==> src/rtl/routine_scheduler_if.sv <==
// routine_scheduler_if: handshake bundle between the routine scheduler and its environment.
interface routine_scheduler_if;
   logic        Enable;
   logic [15:0] Random;
   logic [3:0]  RoutineDone;
   logic [1:0]  Select;
   logic        NewChoice;
   logic        Active;
   logic        TimedOut;
   logic [7:0]  RoutineCount;
   modport master (output Enable, Random, RoutineDone, input Select, NewChoice, Active, TimedOut, RoutineCount);
   modport slave  (input Enable, Random, RoutineDone, output Select, NewChoice, Active, TimedOut, RoutineCount);
endinterface

==> src/rtl/routine_scheduler.sv <==
// routine_scheduler: picks a display routine, strobes its reset, waits for done/timeout, then idles a gap.
// Define NO_REPEAT_SELECT_EN to force consecutive picks to differ.
module routine_scheduler #(
   parameter int RESET_CYCLES = 2,
   parameter int TIMEOUT      = 50000000,
   parameter int GAP_CYCLES   = 25000000,
   parameter int CNT_W        = 32
) (
   input  logic Clock,
   input  logic ResetN,
   routine_scheduler_if.slave bus
);
   typedef enum logic [2:0] {IDLE, PICK, PULSE, RUN, GAP} state_t;
   state_t state, next;
   logic [CNT_W-1:0] count, count_next;
   logic [1:0] sel, pick;
   logic [7:0] done_cnt;
   logic nc, act, to, done, timeout;
   logic unused_random;
   assign unused_random = ^{bus.Random[15:8], bus.Random[5:0]};
   assign done = bus.RoutineDone[sel];
   assign timeout = count == CNT_W'(TIMEOUT - 1);
`ifdef NO_REPEAT_SELECT_EN
   assign pick = (bus.Random[7:6] == sel) ? bus.Random[7:6] + 2'd1 : bus.Random[7:6];
`else
   assign pick = bus.Random[7:6];
`endif
   always_comb begin
      next = state;
      count_next = count + 1'b1;
      case (state)
         IDLE: begin
            next = bus.Enable ? PICK : IDLE;
            count_next = count;
         end
         PICK: begin
            next = PULSE;
            count_next = '0;
         end
         PULSE: if (count == CNT_W'(RESET_CYCLES - 1)) begin
            next = RUN;
            count_next = '0;
         end
         RUN: if (done || timeout) begin
            next = GAP;
            count_next = '0;
         end
         GAP: if (count == CNT_W'(GAP_CYCLES - 1)) begin
            next = bus.Enable ? PICK : IDLE;
            count_next = '0;
         end
         default: begin
            next = IDLE;
            count_next = '0;
         end
      endcase
   end
   // Output flops are loaded from the next state so every output is a register.
   always_ff @(posedge Clock or negedge ResetN) begin
      if (!ResetN) begin
         state <= IDLE;
         count <= '0;
         sel <= '0;
         nc <= 1'b0;
         act <= 1'b0;
         to <= 1'b0;
         done_cnt <= '0;
      end else begin
         state <= next;
         count <= count_next;
         sel <= (state == PICK) ? pick : sel;
         nc <= next == PULSE;
         act <= (next == PULSE) || (next == RUN);
         to <= (state == RUN) && timeout && !done;
         done_cnt <= done_cnt + 8'((state == RUN) && (next == GAP));
      end
   end
   assign bus.Select = sel;
   assign bus.NewChoice = nc;
   assign bus.Active = act;
   assign bus.TimedOut = to;
   assign bus.RoutineCount = done_cnt;
endmodule

==> src/flat_wrapper.sv <==
// flat-port wrapper written by rule: the top's interface ports become plain ports
module routine_scheduler_flat 
#(
   parameter int RESET_CYCLES = 2,
   parameter int TIMEOUT      = 50000000,
   parameter int GAP_CYCLES   = 25000000,
   parameter int CNT_W        = 32
)
  (Clock, ResetN, bus_Enable, bus_Random, bus_RoutineDone, bus_Select, bus_NewChoice, bus_Active, bus_TimedOut, bus_RoutineCount);
  routine_scheduler_if bus_i ();
  input  logic Clock;
  input  logic ResetN;
  input wire logic [$bits(bus_i.Enable)-1:0] bus_Enable;
  input wire logic [$bits(bus_i.Random)-1:0] bus_Random;
  input wire logic [$bits(bus_i.RoutineDone)-1:0] bus_RoutineDone;
  output wire logic [$bits(bus_i.Select)-1:0] bus_Select;
  output wire logic [$bits(bus_i.NewChoice)-1:0] bus_NewChoice;
  output wire logic [$bits(bus_i.Active)-1:0] bus_Active;
  output wire logic [$bits(bus_i.TimedOut)-1:0] bus_TimedOut;
  output wire logic [$bits(bus_i.RoutineCount)-1:0] bus_RoutineCount;
  assign bus_i.Enable = bus_Enable;
  assign bus_i.Random = bus_Random;
  assign bus_i.RoutineDone = bus_RoutineDone;
  assign bus_Select = bus_i.Select;
  assign bus_NewChoice = bus_i.NewChoice;
  assign bus_Active = bus_i.Active;
  assign bus_TimedOut = bus_i.TimedOut;
  assign bus_RoutineCount = bus_i.RoutineCount;
  routine_scheduler #(.RESET_CYCLES(RESET_CYCLES), .TIMEOUT(TIMEOUT), .GAP_CYCLES(GAP_CYCLES), .CNT_W(CNT_W)) u_core (.Clock(Clock), .ResetN(ResetN), .bus(bus_i));
endmodule
==> config.mk <==
export PLATFORM = sky130hd
export DESIGN_NAME = routine_scheduler_flat
export DESIGN_NICKNAME = d
export VERILOG_FILES = /design/src/rtl/routine_scheduler_if.sv /design/src/rtl/routine_scheduler.sv /design/src/flat_wrapper.sv
export SDC_FILE = /design/constraint.sdc
export NUM_CORES = 1
export LEC_CHECK = 0
export ABC_AREA = 1
export CAP_MARGIN = 30
export CORE_MARGIN = 2
export CORE_UTILIZATION = 52
export DETAILED_ROUTE_END_ITERATION = 12
export PLACE_DENSITY = 0.77
export SLEW_MARGIN = 15
export SYNTH_ARGS = -nofsm -noshare
export SYNTH_HDL_FRONTEND = slang
export SYNTH_SLANG_ARGS = --single-unit
==> constraint.sdc <==
create_clock -name Clock -period 2.2 [get_ports Clock]
set_clock_uncertainty 0.1 [all_clocks]
set_input_delay 0.55 -clock Clock [delete_from_list [all_inputs] [get_ports Clock]]
set_output_delay 0.55 -clock Clock [all_outputs]
set_load 0.1 [all_outputs]
* Word level (Yosys, flattened, before mapping) *
Cells that the tools add are included.

word-level totals
  register bits after elaboration = 48
  logic and storage cells = 38

cells by class
  $add $sub $neg = 2
  order comparisons = 1
  equal/unequal tests = 10
  muxes and demuxes = 11
  reduce and logical (&&, ||, !) cells = 7

operators by type and width
  cell                     count
  $pmux W32 S4             1
  $mux W32                 3
  $add A32 B1 Y32 const B  1
  $eq A32 B1 Y1 const B    1
  $eq A32 B25 Y1 const B   1
  $eq A32 B26 Y1 const B   1
  $pmux W3 S5              1
  $eq A3 B2 Y1 const B     4
  $mux W3                  3
  $add A8 B1 Y8            1
  $eq A3 B3 Y1 const B     2
  $eq A3 B1 Y1 const B     1
  $logic_and A1 B1 Y1      3
  $logic_not A3 Y1         1
  $lt A2 B3 Y1 const B     1
  $bmux W1 S2              1
  $logic_or A1 B1 Y1       2
  $mux W1                  2
  $logic_not A1 Y1         1

* Depth between registers and ports, before layout *
  word-level depth = 8
  depth in mapped cells = 16

* Least setup slack after synthesis *
OpenSTA, ideal clock, no wires.

  path type = reg-to-reg
  start point = reg u_core.sel[0] (netlist: u_core.bus.Select[0])
  end point = reg u_core.done_cnt[6] (netlist: u_core.bus.RoutineCount[6])
  setup time = 158 ps
  data arrival time = 2,347 ps
  data required time = 1,942 ps
  slack = -406 ps
  cell stages (with the launch flop) = 14
  buffers on the path = 0
  period minus slack after synthesis = 2,606 ps
  cells stage by stage = dfrtp_1 -> inv_1 -> nand2_1 -> nand3_1 -> nand2_1 -> inv_1 -> nor2_1 -> nor2_1 -> ha_1 -> ha_1 -> nand3_1 -> nor2_1 -> nand2_1 -> xnor2_1

between the ends
  longest elaborated chain between the ends = 8

ends and longest elaborated chain
  what                           RTL line                 source
  from (decl)                    routine_scheduler.sv:16  logic [1:0] sel, pick;
  from (signal assigned)         routine_scheduler.sv:71  sel <= (state == PICK) ? pick : sel;
  $bmux W1 S2                    routine_scheduler.sv:21  assign done = bus.RoutineDone[sel];
  $mux W1 (not written as such)  routine_scheduler.sv:21
  $logic_or A1 B1 Y1             routine_scheduler.sv:44  RUN: if (done || timeout) begin
  $mux W3                        routine_scheduler.sv:44
  $pmux W3 S5                    routine_scheduler.sv:31  case (state)
  $eq A3 B3 Y1                   routine_scheduler.sv:75  done_cnt <= done_cnt + 8'((state == RUN) && (next == GAP));
  $logic_and A1 B1 Y1            routine_scheduler.sv:75
  $add A8 B1 Y8                  routine_scheduler.sv:75
  to (signal assigned)           routine_scheduler.sv:75
  to (decl)                      routine_scheduler.sv:17  logic [7:0] done_cnt;

No other way between the ends. The select of a mux whose other input is x is not followed.
A chain may end at the register's enable or synchronous reset.

* Final worst setup path *
  start point = reg u_core.count[10]
  end point = reg u_core.done_cnt[6] (netlist: u_core.bus.RoutineCount[6])

between the ends
  longest elaborated chain between the ends = 7

ends and longest elaborated chain
  what                    RTL line                 source
  from (decl)             routine_scheduler.sv:15  logic [CNT_W-1:0] count, count_next;
  from (signal assigned)  routine_scheduler.sv:70  count <= count_next;
  $eq A32 B26 Y1          routine_scheduler.sv:22  assign timeout = count == CNT_W'(TIMEOUT - 1);
  $logic_or A1 B1 Y1      routine_scheduler.sv:44
  $mux W3                 routine_scheduler.sv:44
  $pmux W3 S5 *           routine_scheduler.sv:31
  $eq A3 B3 Y1 *          routine_scheduler.sv:75
  $logic_and A1 B1 Y1 *   routine_scheduler.sv:75
  $add A8 B1 Y8 *         routine_scheduler.sv:75

Mark *: on every way between the ends. The rest lies on a longest branch, timed or not.

==> flow_summary.toml <==
[synthesis]
synth_adder_area_share_pct = 1.385
synth-xor-area-share_pct = 5.090
postSynthRegisterBits = 48
simple_gate_portion_of_the_synthesized_area_pct = 49.55
post_synth_inst_count = 592
count_of_cell_types_in_the_netlist = 27
synth-seq-area-share_pct = 33.24
synth_top_family_by_area = "simple AND/OR/NAND/NOR gates"
synthesized_cell_area_mm2 = 0.003613
yosys-mux-area-fraction_pct = 0
syn_area_per_cell_um2 = 6.104
fraction_of_the_mapped_netlist_area_in_compound_gates_pct = 2.043
synth_warnings = 0
synth.net_count = 619

[grt]
gr-usage-all-layers_pct = 27.52
wire_length_of_the_first_global_routing_pass_um = 16430
antenna_found_initial = 0
vias_in_the_first_global_route = 3656
maximum_number_of_pins_on_one_net_before_global_route_repair = 23
globalRouteOverflowTotal = 0

[floorplan]
chipWidth_um = 87.36
floorplan.io_pins = 36
die-height_um = 87.36
design.die.area_mm2 = 0.007632
initial_utilization_pct = 53.48
floorplan.core_area_mm2 = 0.006756
rows = 30

[power]
pwr-share-seq_pct = 29.4
cellInternalPower_mw = 2.043
power.switching_fraction_pct = 49.51
power_per_cell_area_mw_per_mm2 = 887.0
power_frac_comb_pct = 54.1
leakage_nw = 2.339
design_power_total_mw = 4.046
power.ir.vdd_worst_uv = 690.0
share_clk_of_total_power_pct = 16.5
switching_power_mw = 2.003

[route]
first_iter_violations = 320
drcViolationCount = 0
route.vias.total = 3924
first_pass_iters = 5
vias_per_cell = 5.239
detail-route-antenna-nets = 0
wl_per_cell_um = 13.95
wl_um = 10450

[clock_tree]
ctsHtreeMaxLevel = 2
holdBufCountCts = 0
cts-root-to-sink-buffers = 2
cts_num_sinks = 48
cts_tree = "built"
clk_pin_slew_worst_paths_ns = 0.10
clock_root_buffer_master = "sky130_fd_sc_hd__clkbuf_8"
worst_skew_pair.late_latency_ns = 0.30
cts_buffer_count = 5

[setup_path]
worst_ep_arrival_time_ns = 2.37
critical_path.slowest_cell = "sky130_fd_sc_hd__dfrtp_1"
cpMostUsedCell = "sky130_fd_sc_hd__nor2_1"
crit_path_cell_trace = "nor2_2, nand2_2, inv_2, nand2_2, nor2_1, nand2_1, inv_1, nor2_2, nor2_1, ha_2, ha_4, nand3_2, nor2_1, nand2_1, xnor2_1"
worst_setup_path_end_kind = "register"
category_of_cells_accounting_for_the_largest_share_of_critical_path_delay = "simple AND/OR/NAND/NOR gates"
crit_path_max_incr_delay_ns = 0.41
required_ns = 2.30
timing.critical_path.buf_inv = 2
critPathLaunchType = "register"
critical_path_peak_fanout = 2
timing_worst_setup_path_type = "reg -> reg"

[placement]
sum_of_net_half_perimeters_after_detailed_placement_um = 7951
postPlaceCellArea_mm2 = 0.004285
gpl.final_weighted_congestion = 1.004
place.detailed.instances = 732
portBuffers = 21

[timing]
holdWs_ns = 0.1169
max_freq_mhz = 439.8
finalWorstPathRequiredPeriod_ns = 2.274
fin_crit_sh_pct = 103.4
rsz0062_at_grt = "true"
worstMarginPinSlew_ns = 0.5585
slew_viol_final = 0
finalSetupViolations = 2
setup_slack_ns = -0.07376
timing.slew.headroom_pct = 62.63
report.final.hold_viol_count = 0

[layout]
finalNetCount = 695
final_layout_size_suffix_gt1_share_pct = 18.83
n_antenna_cell = 0
layout.filler_cells = 624
area_growth_syn_to_layout_pct = 26.25
fin_util_pct = 67.52
design_area_mm2 = 0.004562
final_instance_count_without_filler_cells = 749

[run]
drv.max_cap_violation_count = 0

[outcome]
failed_checks = "setup timing"
run_status = "finished, violations left"

[min_path]
type_of_the_most_critical_hold_path = "in -> async"
==> flip-flops by register name, summed over array words and instances, names as in the netlist <==
signal	flops
u_core.bus.Active	1
u_core.bus.Select	2
u_core.count	32
u_core.state	3
u_core.bus.NewChoice	1
u_core.bus.RoutineCount	8
u_core.bus.TimedOut	1
==> metal layers <==
metal | GRT usage [%] | routed length (um) | vias to the layer above
met5 | 0 | 0 | -
met4 | 9.510 | 246 | 0
met3 | 2.844 | 556 | 21
met2 | 46.76 | 5167 | 122
met1 | 36.33 | 4478 | 1826
li1 | - | - | 1955
==> cells in the mapped netlist <==
library cell / number / area share [%]
sky130_fd_sc_hd__a21o_1: 1 / 0.21
sky130_fd_sc_hd__a21oi_1: 5 / 0.69
sky130_fd_sc_hd__and2_1: 1 / 0.17
sky130_fd_sc_hd__buf_2: 8 / 1.1
sky130_fd_sc_hd__buf_4: 2 / 0.42
sky130_fd_sc_hd__buf_6: 2 / 0.62
sky130_fd_sc_hd__clkbuf_1: 3 / 0.31
sky130_fd_sc_hd__dfrtp_1: 48 / 33
sky130_fd_sc_hd__ha_1: 4 / 1.4
sky130_fd_sc_hd__inv_1: 60 / 6.2
sky130_fd_sc_hd__nand2_1: 235 / 24
sky130_fd_sc_hd__nand2_2: 6 / 1.0
sky130_fd_sc_hd__nand3_1: 31 / 4.3
sky130_fd_sc_hd__nand3_4: 1 / 0.48
sky130_fd_sc_hd__nand3b_1: 3 / 0.62
sky130_fd_sc_hd__nand4_1: 16 / 2.8
sky130_fd_sc_hd__nor2_1: 124 / 13
sky130_fd_sc_hd__nor2_2: 3 / 0.52
sky130_fd_sc_hd__nor2_4: 4 / 1.2
sky130_fd_sc_hd__nor3_1: 5 / 0.69
sky130_fd_sc_hd__nor3b_1: 2 / 0.42
sky130_fd_sc_hd__o21ai_0: 3 / 0.42
sky130_fd_sc_hd__o21ai_1: 1 / 0.14
sky130_fd_sc_hd__o21bai_1: 2 / 0.42
sky130_fd_sc_hd__o22ai_1: 1 / 0.17
sky130_fd_sc_hd__xnor2_1: 2 / 0.48
sky130_fd_sc_hd__xor2_1: 19 / 4.6
==> worst paths after layout <==
check                                           startpoint                          to  slack (ns)  cells past startpoint
worst min register to register  u_core.bus.RoutineCount[7]  u_core.bus.RoutineCount[7]        0.40                      1
min in group Clock              u_core.bus.RoutineCount[7]  u_core.bus.RoutineCount[7]        0.40                      1
worst max-delay path                      u_core.count[10]  u_core.bus.RoutineCount[6]       -0.07                     15
worst max register to register            u_core.count[10]  u_core.bus.RoutineCount[6]       -0.07                     15
max in group asynchronous                           ResetN             u_core.state[0]        1.34                      2
worst min-delay path                                ResetN            u_core.count[10]        0.12                      1
==> layout make-up <==
cell class | instances | area (um2) | area share (%)
Clock inverter | 3 | 46.29 | 1.015
Timing Repair Buffer | 84 | 708.2 | 15.52
Clock buffer | 5 | 68.82 | 1.509
Multi-Input combinational cell | 469 | 2205 | 48.33
Inverter | 60 | 225.2 | 4.937
Sequential cell | 48 | 1209 | 26.49
Tap cell | 80 | 100.1 | 2.194
==> layout by cell type, fill, tap and decap left out, types with 7 or more instances in the layout <==
cell type                         netlist  layout
sky130_fd_sc_hd__nand3_1               31      28
sky130_fd_sc_hd__nor2_1               124     117
sky130_fd_sc_hd__dfrtp_1               48      46
sky130_fd_sc_hd__nand2_1              235     231
sky130_fd_sc_hd__clkdlybuf4s50_1        0       7
sky130_fd_sc_hd__inv_1                 60      55
sky130_fd_sc_hd__buf_4                  2      71
sky130_fd_sc_hd__nor2_2                 3       9
sky130_fd_sc_hd__xor2_1                19      19
sky130_fd_sc_hd__nand2_2                6      10
sky130_fd_sc_hd__nand4_1               16      16
==> logic make-up after synthesis <==
group | count (synthesis)
buf+inv | 75
compound gates | 13
flops | 48
fa+ha+maj | 4
simple gates | 431
xor+xnor | 21
==> power by group through the flow <==
stage / Clock, mW / Combinational, mW / Sequential (mW)
after floorplan: 0 / 0.800 / 1.77
after global placement: 0 / 2.06 / 1.17
after detailed placement: 0 / 2.09 / 1.18
after CTS: 0.679 / 2.11 / 1.17
after global routing: 0.716 / 2.32 / 1.21
final: 0.669 / 2.19 / 1.19
==> repair_timing <==
item / CTS / global route
resized for setup: 5 / 22
pin swaps: 4 / 13
cloned: 0 / 0
setup endpoints to repair: 2 / 5
buffers inserted: 3 / 6
==> per-stage QoR <==
stage | setup TNS [ns] | setup WS (ns)
final | -0.08915 | -0.07376
after global routing | -0.4052 | -0.1712
after CTS | 0 | 0.003719
after detailed placement | -0.7329 | -0.2356
after global placement | -0.4785 | -0.1643
after floorplan | -0.07445 | -0.04810
Power figures use the tool's default switching activity.
